[config.mk]
export PLATFORM = sky130hd
export DESIGN_NAME = activation_unit
export DESIGN_NICKNAME = d
export VERILOG_FILES = /design/src/rtl/activation_unit.sv
export SDC_FILE = /design/constraint.sdc
export NUM_CORES = 1
export LEC_CHECK = 0
export ABC_AREA = 0
export BUFFER_PORTS_ARGS = -buffer_cell sky130_fd_sc_hd__buf_2
export CAP_MARGIN = 20
export CORE_ASPECT_RATIO = 0.7
export CORE_UTILIZATION = 54
export DETAILED_ROUTE_END_ITERATION = 10
export PLACE_DENSITY = 0.76
export SLEW_MARGIN = 30
export SYNTH_ARGS = -nofsm -noshare
export SYNTH_HDL_FRONTEND = slang
export SYNTH_SLANG_ARGS = --single-unit
[constraint.sdc]
create_clock -name clk -period 1.97 [get_ports clk]
set_input_delay 0.197 -clock clk [delete_from_list [all_inputs] [get_ports clk]]
set_output_delay 0.197 -clock clk [all_outputs]
set_load 0.005 [all_outputs]
[src/rtl/activation_unit.sv]
// Two-stage activation pipeline: clamps a wide signed accumulator to a Q(INT_W) window
// and applies ReLU / leaky ReLU / hard sigmoid / saturating pass, with an overflow counter.
module activation_unit #(
  parameter int DATA_W  = 16,
  parameter int IN_W    = 2*DATA_W,
  parameter int INT_W   = 4,
  parameter int LEAK_SH = 3
) (
  input  logic              clk,
  input  logic              rst_n,
  input  logic              in_valid,
  output logic              in_ready,
  input  logic [IN_W-1:0]   in_data,
  input  logic [1:0]        in_mode,
  output logic              out_valid,
  input  logic              out_ready,
  output logic [DATA_W-1:0] out_data,
  input  logic              sat_clr,
  output logic [15:0]       sat_count
);
  localparam int STAGES = 2;
  localparam int FRAC_W = DATA_W-1-INT_W;
  localparam logic signed [DATA_W-1:0] MAXP   = {1'b0, {(DATA_W-1){1'b1}}};
  localparam logic signed [DATA_W-1:0] MAXN   = {1'b1, {(DATA_W-1){1'b0}}};
  localparam logic signed [DATA_W:0]   ONE_W  = (DATA_W+1)'(1) << FRAC_W;
  localparam logic signed [DATA_W:0]   HALF_W = ONE_W >>> 1;

  logic advance, accept;
  logic [STAGES:1] vld_pipe_d, vld_pipe_q;

  assign advance   = !vld_pipe_q[STAGES] || out_ready;
  assign in_ready  = advance;
  assign accept    = in_valid && advance;
  assign out_valid = vld_pipe_q[STAGES];

  // stage 0: window extraction and clamp
  logic [INT_W:0]            top;
  logic                      in_neg, pos_ovf, neg_ovf;
  logic signed [DATA_W-1:0]  clamped;

  always_comb begin
    top     = in_data[IN_W-1 -: INT_W+1];
    in_neg  = in_data[IN_W-1];
    pos_ovf = !in_neg && (|top);
    neg_ovf = in_neg && !(&top);
    if (pos_ovf)      clamped = MAXP;
    else if (neg_ovf) clamped = MAXN;
    else              clamped = in_data[IN_W-1-INT_W -: DATA_W];
  end

  // stage 1 registers
  logic signed [DATA_W-1:0] s1_data_d, s1_data_q;
  logic                     s1_neg_d, s1_neg_q, s1_ovf_d, s1_ovf_q;
  logic [1:0]               s1_mode_d, s1_mode_q;
  logic [DATA_W-1:0]        out_data_d, out_data_q;
  logic [15:0]              sat_d, sat_q;

  // stage 2: mode result
  logic signed [DATA_W:0]   wide, sum;
  logic [DATA_W-1:0]        res;

  always_comb begin
    wide = {s1_data_q[DATA_W-1], s1_data_q};
    sum  = (wide >>> 2) + HALF_W;
    case (s1_mode_q)
      2'd0: res = s1_neg_q ? '0 : s1_data_q;
      2'd1: res = s1_neg_q ? (s1_data_q >>> LEAK_SH) : s1_data_q;
      2'd2: begin
        if (sum < 0)          res = '0;
        else if (sum > ONE_W) res = ONE_W[DATA_W-1:0];
        else                  res = sum[DATA_W-1:0];
      end
      // rail re-derived from the overflow flags; equals s1_data_q
      default: res = s1_ovf_q ? (s1_neg_q ? MAXN : MAXP) : s1_data_q;
    endcase
  end

  always_comb begin
    vld_pipe_d = vld_pipe_q;
    s1_data_d  = s1_data_q;
    s1_neg_d   = s1_neg_q;
    s1_ovf_d   = s1_ovf_q;
    s1_mode_d  = s1_mode_q;
    out_data_d = out_data_q;
    if (advance) begin
      vld_pipe_d = {vld_pipe_q[STAGES-1:1], accept};
      s1_data_d  = clamped;
      s1_neg_d   = in_neg;
      s1_ovf_d   = pos_ovf || neg_ovf;
      s1_mode_d  = in_mode;
      out_data_d = res;
    end
    sat_d = sat_q;
    if (sat_clr)
      sat_d = '0;
    else if (accept && (pos_ovf || neg_ovf) && (sat_q != 16'hFFFF))
      sat_d = sat_q + 16'd1;
  end

  always_ff @(posedge clk or negedge rst_n) begin
    if (!rst_n) begin
      vld_pipe_q <= '0;
      s1_data_q  <= '0;
      s1_neg_q   <= 1'b0;
      s1_ovf_q   <= 1'b0;
      s1_mode_q  <= '0;
      out_data_q <= '0;
      sat_q      <= '0;
    end else begin
      vld_pipe_q <= vld_pipe_d;
      s1_data_q  <= s1_data_d;
      s1_neg_q   <= s1_neg_d;
      s1_ovf_q   <= s1_ovf_d;
      s1_mode_q  <= s1_mode_d;
      out_data_q <= out_data_d;
      sat_q      <= sat_d;
    end
  end

  assign out_data  = out_data_q;
  assign sat_count = sat_q;
endmodule

==> results.ini <==
[sta]
tns_ps=0
worst_slack_ps=86.5
hold_viol=0
slew_headroom=0.434
fmax_ghz=0.531
rsz0062_at_grt=false
whs_ps=86.1
period_share=0.956
setup_viol=0
drv_slew=0
tightest_slew_ps=848
period_needed_ps=1880
fin_worst_skew_ps=6.03

[outcome]
outcome=complete, no violations

[clock_network]
cts.clk_slew.worst_paths_ps=100
clk_latency_ps=310
cts_buffer_depth=2
cts_tree=built
h-tree-depth=2
cts.sinks=54
cts_buffers=5
root_buffer=clkbuf_8

[routing]
wl_met2_mm=3.23
ant_nets=0
wire_per_inst_um=16.1
firstDrtPassIters=5
met1_length_mm=3.93
vias_per_cell=5.93
via_count=2869
met3_length_um=501
top_layer_used=met4
drcViolationCount=0
wl_mm=7.78
detail_route.iter0.violations=236

[hold_path]
whs_path_depth=3
hold_class=input pin to flip-flop

[finish]
fin_area_um2=3610
layout_common_cells=buf_2 (60), dfrtp_1 (54), nand2_1 (51), o21ai_0 (44), nor2_1 (30)
area_growth_syn_to_layout_pct=16.7
antennaDiodeCount=0
finalNetCount=454
final_util=0.673
layout_commonest_cell=buf_2
post_layout_nonfiller_instances=484
drive_gt1_frac=0.243

[yosys]
synth.ff_latch_count=54
synth_cell_type_count=49
syn_area_per_cell_um2=8.75
syn_area_um2=3100
syn-num-nets=396
synthArstFlopShare=1.00
synth_ff_type=dfrtp_1
synth_top_area_frac=0.436
seq_area_frac_synth=0.436
netlist_instances=354
yosysTopAreaCell=dfrtp_1
yosysWarnings=0
yosys-top-cells-area=dfrtp_1 (44%), o21ai_0 (7.1%), nand2_1 (6.2%)
synth_edf_count=0

[power]
p_leak_nw=1.58
comb_power_share=0.253
peakVddDrop_uv=368
power_density_nw_per_um2=752
clockPowerShare=0.227
power_mw=2.72
p_sw_mw=0.923
pwr-share-seq=0.520
power.internal_mw=1.79
sw_frac_of_total=0.340

[die]
die_x_um=92.5
start_util=0.577
dieHeight_um=65.4
core_um2=5370
ios=73
rows=22
dieArea_um2=6050

[setup_path]
cp_slowest_stage_delay_ps=430
critPathSlowestCell=dfrtp_1
cp_max_fo=6
cp-start-kind=flip-flop
cp.required_ps=2170
r2r_cells=5
cp_data_arrival_time_ps=2080
critPathCaptureType=flip-flop
worst-setup-path-type=flip-flop to flip-flop
cp_cell_sequence=and3_1 > and4_1 > a311o_1 > mux2i_1 > nor2_1

[grt]
grt_pass1_vias=2573
grt_start_max_net_pins=51
grt_pass1_wl_mm=12.9
grt_use_total=0.277
antenna_found_initial=0
grt.overflow.total=0

[placed_design]
dpl_cell_area_um2=3500
place_inst=474
dp_hpwl_mm=5.67
io_buffers=60
pre_cts_ws_ps=77.8
gp_congestion=0.901

[job]
cap_violations=0

-- cell type report --
cell class | instances | area (um2)
Fill cell | 461 | 1750
Inverter | 8 | 30.0
Tap cell | 72 | 90.1
Timing Repair Buffer | 76 | 435
Clock buffer | 5 | 68.8
Multi-Input combinational cell | 267 | 1620
Sequential cell | 54 | 1350
Clock inverter | 2 | 13.8
-- final timing paths --
path,startpoint,to,slack (ps)
worst max-delay path,sat_count[4],sat_count[1],90
worst min-delay path,in_mode[1],s1_mode_q[1],90
worst max register to register,sat_count[4],sat_count[1],90
worst min register to register,vld_pipe_q[1],vld_pipe_q[2],470
max in group asynchronous,rst_n,sat_count[2],1040
min in group asynchronous,rst_n,sat_count[15],380
-- registers in the layout, summed over array words and instances (netlist names) --
signal / flops
out_data: 16
s1_mode_q: 2
s1_ovf_q: 1
sat_count: 16
vld_pipe_q: 2
s1_neg_q: 1
s1_data_q: 16
-- what timing repair did --
item	4_1_cts	5_1_grt
hold buffers	1	0
setup buffers	0	2
resized for setup	0	3
endpoints found under the setup margin	0	9
endpoints found under the hold margin	20	0
-- per-layer routing --
layer | up-vias | global-route usage
li1 | 1380 | -
met1 | 1368 | 0.432
met2 | 108 | 0.383
met3 | 13 | 0.0532
met4 | 0 | 0.0879
met5 | - | 0
-- power groups by stage --
stage,clock [mW],sequential [mW],combinational [mW]
after global routing,0.673,1.44,0.773
after floorplan,0,1.39,0.422
after global placement,0,1.42,0.654
after detailed placement,0,1.43,0.681
after CTS,0.621,1.41,0.684
final,0.617,1.41,0.687
-- worst max-delay path: cells and delay by family, from the launching register on --
family | cells | cell delay (ps)
AOI/OAI and AO/OA | 1 | 300
and+or+nand+nor | 3 | 780
DFF | 1 | 430
muxes | 1 | 270
-- logic make-up (layout without fill, tap and decap cells) --
group	Yosys count	in the layout	synth area share
XOR/XNOR	7	7	0.0198
AND/OR/NAND/NOR	136	136	0.227
AO/OA/AOI/OAI	114	114	0.233
adder cells (fa/ha/maj)	3	3	0.0121
multiplexers	7	7	0.0303
flip-flops	54	54	0.436
buffers and inverters	33	91	0.0420
-- Yosys cell counts, types with 2 or more instances --
cell,instances
and4_1,3
and3_1,6
nor4b_1,2
nand2b_1,3
a21oi_1,23
dfrtp_1,54
inv_1,7
a221oi_1,2
clkbuf_1,17
a31oi_1,2
a211oi_1,12
nand3_1,6
nor2b_1,18
nand4_1,3
mux2i_1,3
xnor2_1,5
nor4_1,2
buf_1,3
xor2_1,2
a31o_1,2
ha_1,3
o211ai_1,3
o21ai_0,44
o21ai_1,5
nand2_1,51
nor3_1,2
o31ai_1,2
a2111oi_2,3
o2bb2ai_1,10
mux2_4,2
buf_2,5
nor2_1,30
nor3_2,2
or4_1,2
Power figures use the tool's default switching activity.
